[config.mk]
export PLATFORM = sky130hd
export DESIGN_NAME = jump_step_sequencer
export DESIGN_NICKNAME = d
export VERILOG_FILES = /design/src/rtl/jump_step_sequencer.sv
export SDC_FILE = /design/constraint.sdc
export NUM_CORES = 1
export LEC_CHECK = 0
export CAP_MARGIN = 20
export CELL_PAD_IN_SITES_DETAIL_PLACEMENT = 2
export CELL_PAD_IN_SITES_GLOBAL_PLACEMENT = 2
export CORE_MARGIN = 3
export CORE_UTILIZATION = 19
export CTS_CLUSTER_DIAMETER = 200
export CTS_CLUSTER_SIZE = 30
export DETAILED_ROUTE_END_ITERATION = 10
export GPL_TIMING_DRIVEN = 1
export PLACE_DENSITY = 0.72
export SLEW_MARGIN = 0
export SYNTH_ARGS = -nofsm -noshare
export SYNTH_HDL_FRONTEND = slang
export SYNTH_SLANG_ARGS = --single-unit
[constraint.sdc]
create_clock -name clock -period 1.45 [get_ports clock]
set_clock_uncertainty 0.1 [all_clocks]
set_input_delay 0.29 -clock clock [delete_from_list [all_inputs] [get_ports clock]]
set_output_delay 0.29 -clock clock [all_outputs]
set_load 0.02 [all_outputs]
[src/rtl/jump_step_sequencer.sv]
// ---------------------------------------------------------------------------
// jump_step_sequencer
//
// Control-step generator for the Mini-SRC datapath. It runs the instruction
// fetch (T0..T2, with MEM_WAIT extra read-wait cycles in T1) and then executes
// the jump class:
//   jr  : PC <- R[ra]
//   jal : R15 <- PC (already incremented), then PC <- R[ra]
// Any other opcode seen in T3 raises a one-cycle illegal pulse and the
// instruction is dropped.
//
// Parameters
//   OPW       opcode width
//   OP_JR     jr opcode
//   OP_JAL    jal opcode
//   MEM_WAIT  extra T1 cycles holding Read/MDRin (0..7)
//
// Ports
//   clock     rising-edge clock
//   clear     asynchronous active-low reset (state -> IDLE, outputs 0)
//   run       start/continue sequencing; looked at only in IDLE and at retire
//   stall     freeze state and wait count; all controls forced 0 that cycle
//   ir_op     opcode field of IR, used in T3
//   PCout, MARin, IncPC, PCin, Read, MDRin, MDRout, IRin   datapath controls
//   Gra, Rout, Rin, LinkSel   register-select controls (LinkSel steers Rin to R15)
//   step      encoded state: IDLE=0, T0=1, T1=2, T2=3, T3=4, T4=5
//   busy      1 in every state except IDLE
//   done      one-cycle pulse in the cycle that retires a jr/jal
//   illegal   one-cycle pulse in T3 for an opcode that is neither jr nor jal
// ---------------------------------------------------------------------------
module jump_step_sequencer #(
  parameter int              OPW      = 5,
  parameter logic [OPW-1:0]  OP_JR    = OPW'(5'b10100),
  parameter logic [OPW-1:0]  OP_JAL   = OPW'(5'b10011),
  parameter int              MEM_WAIT = 0
) (
  input  logic           clock,
  input  logic           clear,
  input  logic           run,
  input  logic           stall,
  input  logic [OPW-1:0] ir_op,
  output logic           PCout,
  output logic           MARin,
  output logic           IncPC,
  output logic           PCin,
  output logic           Read,
  output logic           MDRin,
  output logic           MDRout,
  output logic           IRin,
  output logic           Gra,
  output logic           Rout,
  output logic           Rin,
  output logic           LinkSel,
  output logic [2:0]     step,
  output logic           busy,
  output logic           done,
  output logic           illegal
);

  // The wait counter is only 3 bits wide.
  if (MEM_WAIT < 0 || MEM_WAIT > 7) begin : g_mem_wait_range
    $error("jump_step_sequencer: MEM_WAIT must be in 0..7");
  end

  localparam logic [2:0] ST_IDLE = 3'd0;
  localparam logic [2:0] ST_T0   = 3'd1;
  localparam logic [2:0] ST_T1   = 3'd2;
  localparam logic [2:0] ST_T2   = 3'd3;
  localparam logic [2:0] ST_T3   = 3'd4;
  localparam logic [2:0] ST_T4   = 3'd5;
  localparam int         NUM_ST  = 6;

  localparam logic [2:0] WAIT_LAST = 3'(MEM_WAIT);

  logic [2:0] state_reg, state_next;
  logic [2:0] wait_reg, wait_next;
  logic [2:0] retire_state;

  logic       is_jr, is_jal;
  logic       ctl_en;
  logic       jump_exec;
  logic       link_exec;

  // One-hot view of the encoded state; every control is an OR of these bits,
  // so outputs only change when state_reg (or stall) changes.
  logic [NUM_ST-1:0] in_state;

  genvar gi;
  generate
    for (gi = 0; gi < NUM_ST; gi++) begin : g_state_decode
      assign in_state[gi] = (state_reg == 3'(gi));
    end
  endgenerate

  assign is_jr  = (ir_op == OP_JR);
  assign is_jal = (ir_op == OP_JAL);

  // Where to go after the last step of an instruction: straight into the next
  // fetch (no bubble) or back to IDLE when run has dropped.
  assign retire_state = run ? ST_T0 : ST_IDLE;

  always_comb begin
    state_next = state_reg;
    wait_next  = wait_reg;
    if (!stall) begin
      case (state_reg)
        ST_IDLE: if (run) state_next = ST_T0;
        ST_T0:   state_next = ST_T1;
        ST_T1: begin
          if (wait_reg == WAIT_LAST) begin
            state_next = ST_T2;
            wait_next  = 3'd0;
          end else begin
            wait_next  = wait_reg + 3'd1;
          end
        end
        ST_T2:   state_next = ST_T3;
        ST_T3:   state_next = is_jal ? ST_T4 : retire_state;
        ST_T4:   state_next = retire_state;
        default: state_next = ST_IDLE;
      endcase
    end
  end

  always_ff @(posedge clock or negedge clear) begin
    if (!clear) begin
      state_reg <= ST_IDLE;
      wait_reg  <= 3'd0;
    end else begin
      state_reg <= state_next;
      wait_reg  <= wait_next;
    end
  end

  // Controls are Moore decodes gated by ~stall, so a stalled cycle drives
  // nothing onto the bus and writes nothing.
  assign ctl_en    = ~stall;
  assign jump_exec = (in_state[ST_T3] & is_jr) | in_state[ST_T4];
  assign link_exec = in_state[ST_T3] & is_jal;

  // PCout appears in T0 and jal-T3, Rout in the jump step, MDRout in T2:
  // disjoint states, so the bus always has at most one driver.
  assign PCout   = ctl_en & (in_state[ST_T0] | link_exec);
  assign MARin   = ctl_en & in_state[ST_T0];
  assign IncPC   = ctl_en & in_state[ST_T0];
  assign PCin    = ctl_en & (in_state[ST_T0] | jump_exec);
  assign Read    = ctl_en & in_state[ST_T1];
  assign MDRin   = ctl_en & in_state[ST_T1];
  assign MDRout  = ctl_en & in_state[ST_T2];
  assign IRin    = ctl_en & in_state[ST_T2];
  assign Gra     = ctl_en & jump_exec;
  assign Rout    = ctl_en & jump_exec;
  assign Rin     = ctl_en & link_exec;
  assign LinkSel = ctl_en & link_exec;

  assign done    = ctl_en & jump_exec;
  assign illegal = ctl_en & in_state[ST_T3] & ~is_jr & ~is_jal;

  assign step    = state_reg;
  assign busy    = ~in_state[ST_IDLE];

endmodule

# Word-level counts from Yosys, hierarchy flattened
# Index checks and enable logic that the tools add are counted.
[word_totals]
elab_cells = 41
reg_bits = 6
out_inout_bits = 18
[op_classes]
muxes = 6
add_sub_neg = 1
bitwise = 19
n_reduce_logical = 4
n_eq_ne = 9
[op_table]
columns = ["operator", "count"]
rows = [
  ["3-bit case mux with 6 select lines", 1],
  ["1-bit bitwise AND", 12],
  ["3-bit two-way mux", 4],
  ["5-bit equality test (second input constant)", 2],
  ["3-bit by 2-bit equality test with 1-bit output (second input constant)", 2],
  ["3-bit equality test (second input constant)", 2],
  ["3-bit zero test", 2],
  ["1-bit inverter", 4],
  ["3-bit by 1-bit adder with 3-bit output (second input constant)", 1],
  ["3-bit by 1-bit equality test with 1-bit output (second input constant)", 1],
  ["1-bit OR", 3],
  ["3-bit AND reduction", 1],
  ["2-bit by 1-bit != test with 1-bit output (second input constant)", 1],
  ["2-bit != test (second input constant)", 1],
  ["2-bit AND reduction", 1],
  ["1-bit two-way mux", 1],
]

# Longest topological paths before layout
[logic_depth]
word_depth = 5
mapped_depth = 5
ltp_nobuf = 5

# Worst setup path after synthesis
# OpenSTA, ideal clock, no wires.
[synth_path]
kind = "reg2out"
from = "reg state_reg[0], in the netlist step[0]"
to = "out PCout"
path_stages_with_launch = 3
path_slack_ps = -473
arrival_time_ps = 1533
required_time_ps = 1060
cell_sequence = "dfrtp_1 buf_2 o41ai_1"
[synth_between]
elab_chain_cells = 4
elab_cells_between_ends = 5
[synth_lines]
columns = ["element", "line", "text"]
rows = [
  ["start, declared", "75", "logic [2:0] state_reg, state_next;"],
  ["start signal, assigned", "130", "state_reg <= state_next;"],
  ["3-bit equality test", "91", "assign in_state[gi] = (state_reg == 3'(gi));"],
  ["1-bit bitwise AND", "139", "assign link_exec = in_state[ST_T3] & is_jal;"],
  ["1-bit OR *", "143", "assign PCout = ctl_en & (in_state[ST_T0] | link_exec);"],
  ["1-bit bitwise AND *", "143", ""],
  ["end, declared", "42", "output logic PCout,"],
]
# Every way passes the cells marked *; elsewhere a longest branch is shown, timed or not.

# Worst setup path in the final report
[layout_path]
from = "reg state_reg[0], in the netlist step[0]"
to = "out Read"
[layout_between]
elab_chain_cells = 2
[layout_lines]
columns = ["element", "line", "text"]
rows = [
  ["3-bit by 2-bit equality test with 1-bit output", "91", ""],
  ["1-bit bitwise AND", "147", "assign Read = ctl_en & in_state[ST_T1];"],
  ["end, declared", "46", "output logic Read,"],
]
# Every way passes these cells.

==> flow_summary.toml <==
[placed_design]
dp_slack_ns = -0.919
portBuffers = 26
dp_hpwl_um = 1450
post-place-cells = 123
globalplace.congestion = 0.705

[sta]
setup_total_negative_slack_ns = -4.65
drv_slew = 0
timing.final.crit_share_pct = 124
max_slew.worst_pin.slew_ns = 0.299
finalHoldViolCount = 0
rsz0062_at_grt = "true"
maxClockFrequency_mhz = 557
final-setup-viol-count = 19
setup_slack_ns = -0.346
slew-limit-headroom_pct = 80.0
fin_hold_ws_ns = 0.194
period_minus_slack_ns = 1.80

[route]
wire_per_inst_um = 15.0
routed_via_density = 4.59
final_antenna_net_count = 0
drt_first_pass_iters = 2
drt_initial_violations = 4
route.final.wire_length_um = 2040
remaining_drc_errors = 0
vias = 624

[clocking]
cts-htree-levels = 1
clk_pin_slew_worst_paths_ns = 0.05
max-clock-path-buffers = 2
clock_sink_count = 6
cts_tree = "done"
clock_latency_late_sink_ns = 0.24
numCtsBuffers = 3
cts-hold-fix-buffers = 0
clock_tree.root_cell = "sky130_fd_sc_hd__clkbuf_4"

[floorplan]
floorplan.die.height_um = 58.9
row_count = 18
initial_utilization_pct = 20.7
floorplan.die_area_mm2 = 0.00347
floorplan.core_area_mm2 = 0.00257
die-width_um = 58.9
io_pins = 27

[grt]
antenna_found_initial = 0
grt_start_max_net_pins = 7
vias_in_the_first_global_route = 709
grt_use_total_pct = 12.8
grt_remaining_overflow = 0
grt_pass1_wl_um = 3370

[critical_path]
timing.critical_path.fanout_max = 6
path_common_cell = "sky130_fd_sc_hd__buf_4"
setup.reg_to_reg.worst_slack_ns = -0.24
critical_path.n_buffers_inverters = 2
timing.setup.critical_path_class = "flop to output port"
standard_cell_with_the_maximum_stage_delay_on_the_critical_path = "sky130_fd_sc_hd__dfrtp_2"
endpoint_kind = "output port"
timing.critical_path.max_delay_family = "flip-flops"
worst_path_largest_cell_delay_ns = 0.46
cp.required_ns = 1.06
reg2reg_depth = 5
regToRegStartpoint = "step[0]"
startpoint_class = "flop"
timing.critical_path.arrival_ns = 1.41
worst_r2r_endpoint = "wait_reg[2]"
cp_cell_instances = "buf_4, nor4b_4, buf_4"

[logic_synthesis]
yosys.area_share.simple_pct = 34.6
synthXorXnorAreaFrac_pct = 1.65
yosysSeqAreaShare_pct = 28.2
yosys-top-cells-area = "sky130_fd_sc_hd__dfrtp_1 (28%), sky130_fd_sc_hd__buf_4 (8.5%), sky130_fd_sc_hd__ha_1 (4.7%), sky130_fd_sc_hd__nor4b_4 (4.5%), sky130_fd_sc_hd__nand3b_1 (4.2%)"
synth_mux_area_share_pct = 2.82
synth_cell_type_count = 28
combinational_family_with_the_most_area_after_synthesis = "simple AND/OR/NAND/NOR gates"
synth-compound-area-share_pct = 12.0
synth.top_cell.area_share_pct = 28.2
postSynthAreaPerCell_um2 = 8.72
syn_nets = 72
fraction_of_the_mapped_netlist_area_in_adder_cells_pct = 4.71
yosys_warnings = 0
flops_latches_synth = 6
synthesis.instances = 61
syn_area_um2 = 532
synth_largest_area_cell = "sky130_fd_sc_hd__dfrtp_1"

[cells_and_area]
fin_cells = 136
area.growth.synth_to_final_pct = 92.5
nets = 118
antenna-diode-count = 0
num-fill-cells = 296
post_route_cells_drive_above_1_share_pct = 62.3

[status]
failed_checks = "setup timing"
run_status = "finished with violations"

[power_and_ir_drop]
power.total_w = 0.00169
max-vdd-ir-drop_v = 0.000716
areal_power_density_over_the_cells_mw_per_mm2 = 1650
cellLeakagePower_nw = 0.508

[run]
maxCapViolCount = 0

[worst_hold_path]
hold_class = "input pin to asynchronous set/reset pin"
[worst max path at each step]
| stage | startpoint | to | slack, ns | cells past startpoint |
|---|---|---|---|---|
| 6_report | step[0] | Read | -0.35 | 3 |
| 5_1_grt | step[0] | MDRin | -0.43 | 3 |
| 2_1_floorplan | step[1] | Rin | -0.19 | 5 |
| 3_3_place_gp | stall | illegal | -0.90 | 4 |
| 3_5_place_dp | ir_op[0] | done | -0.92 | 5 |
| 4_1_cts | step[2] | PCin | -0.35 | 4 |
[cell families after synthesis]
group                    count (synthesis)
buffers and inverters                   14
adder cells (fa/ha/maj)                  2
AND/OR/NAND/NOR                         27
AO/OA/AOI/OAI                           10
XOR/XNOR                                 1
flip-flops                               6
multiplexers                             1
[worst register-to-register path, cell delays in order, from the launching register on]
cell and delay, ns:
sky130_fd_sc_hd__dfrtp_2 0.46, sky130_fd_sc_hd__buf_4 0.16, sky130_fd_sc_hd__nor4b_4 0.33, sky130_fd_sc_hd__buf_4 0.18, sky130_fd_sc_hd__nand2_2 0.05, sky130_fd_sc_hd__mux2_4 0.28
[layer usage]
layer / wire (um) / global-route usage (%) / part of all wire (%) / vias to the layer above
li1: - / - / - / 299
met1: 765 / 14.5 / 37 / 305
met2: 1170 / 24.8 / 57 / 20
met3: 111 / 3.29 / 5.4 / 0
met4: 0 / 0.971 / 0 / 0
met5: 0 / 0 / 0 / -
[cell type report]
cell class | instances | area (um^2) | area share [%]
inverter | 4 | 15.0 | 1.47
sequential | 6 | 154 | 15.0
tap | 30 | 37.5 | 3.67
timing repair buffer | 51 | 437 | 42.7
multi-input combinational | 41 | 354 | 34.6
clock buffer | 4 | 26.3 | 2.57
[layout by cell type, fill, tap and decap left out, drive strengths merged]
cell type and count:
dfrtp 6, o41ai 1, nor4b 1, buf 43
and4bb 1, nand3 2, ha 2, clkdlybuf4s15 2
o32ai 1, clkdlybuf4s50 2, nor2 6, a21oi 2
xnor2 1, nand2 4, nor3 2, mux2 1
dlygate4sd2 4, nor3b 2, inv 4, a31oi 1
and4b 2, and3b 2, o21ai 4, clkbuf 4
or3 1, nand2b 1, o211a 1, nand3b 3
[cells in the mapped netlist]
cell type / number
sky130_fd_sc_hd__and3b_1: 2
sky130_fd_sc_hd__nor4b_4: 1
sky130_fd_sc_hd__nand2_2: 1
sky130_fd_sc_hd__nand3_1: 2
sky130_fd_sc_hd__inv_1: 4
sky130_fd_sc_hd__buf_4: 6
sky130_fd_sc_hd__buf_2: 2
sky130_fd_sc_hd__o41ai_1: 1
sky130_fd_sc_hd__nand3b_1: 3
sky130_fd_sc_hd__nand2b_1: 1
sky130_fd_sc_hd__a31oi_1: 1
sky130_fd_sc_hd__and4b_1: 2
sky130_fd_sc_hd__o211a_1: 1
sky130_fd_sc_hd__nand2_1: 3
sky130_fd_sc_hd__a21oi_1: 2
sky130_fd_sc_hd__or3_1: 1
sky130_fd_sc_hd__o32ai_1: 1
sky130_fd_sc_hd__clkbuf_1: 1
sky130_fd_sc_hd__buf_6: 1
sky130_fd_sc_hd__o21ai_0: 4
sky130_fd_sc_hd__xnor2_1: 1
sky130_fd_sc_hd__ha_1: 2
sky130_fd_sc_hd__nor2_1: 6
sky130_fd_sc_hd__nor3_1: 2
sky130_fd_sc_hd__dfrtp_1: 6
sky130_fd_sc_hd__mux2_4: 1
sky130_fd_sc_hd__nor3b_1: 2
sky130_fd_sc_hd__and4bb_2: 1
[through the flow]
stage | area (um^2) | util [%]
6_report | 1020 | 39.9
3_3_place_gp | 917 | 35.7
3_5_place_dp | 917 | 35.7
4_1_cts | 1010 | 39.5
5_1_grt | 1020 | 39.9
2_1_floorplan | 597 | -
[where the power goes]
| group | switching, W | internal, W | total [W] |
|---|---|---|---|
| clock network | 0.0000683 | 0.000105 | 0.000173 |
| logic | 0.000540 | 0.000616 | 0.00116 |
| registers | 0.000110 | 0.000247 | 0.000357 |
[repair_timing]
item                                    4_1_cts  5_1_grt
pin swaps                                     9        6
endpoints found under the setup margin       22       21
resized for setup                           118        2
endpoints found under the hold margin         0        0
setup buffers                                 8        2
No activity file was read; power rests on OpenSTA's default activity.
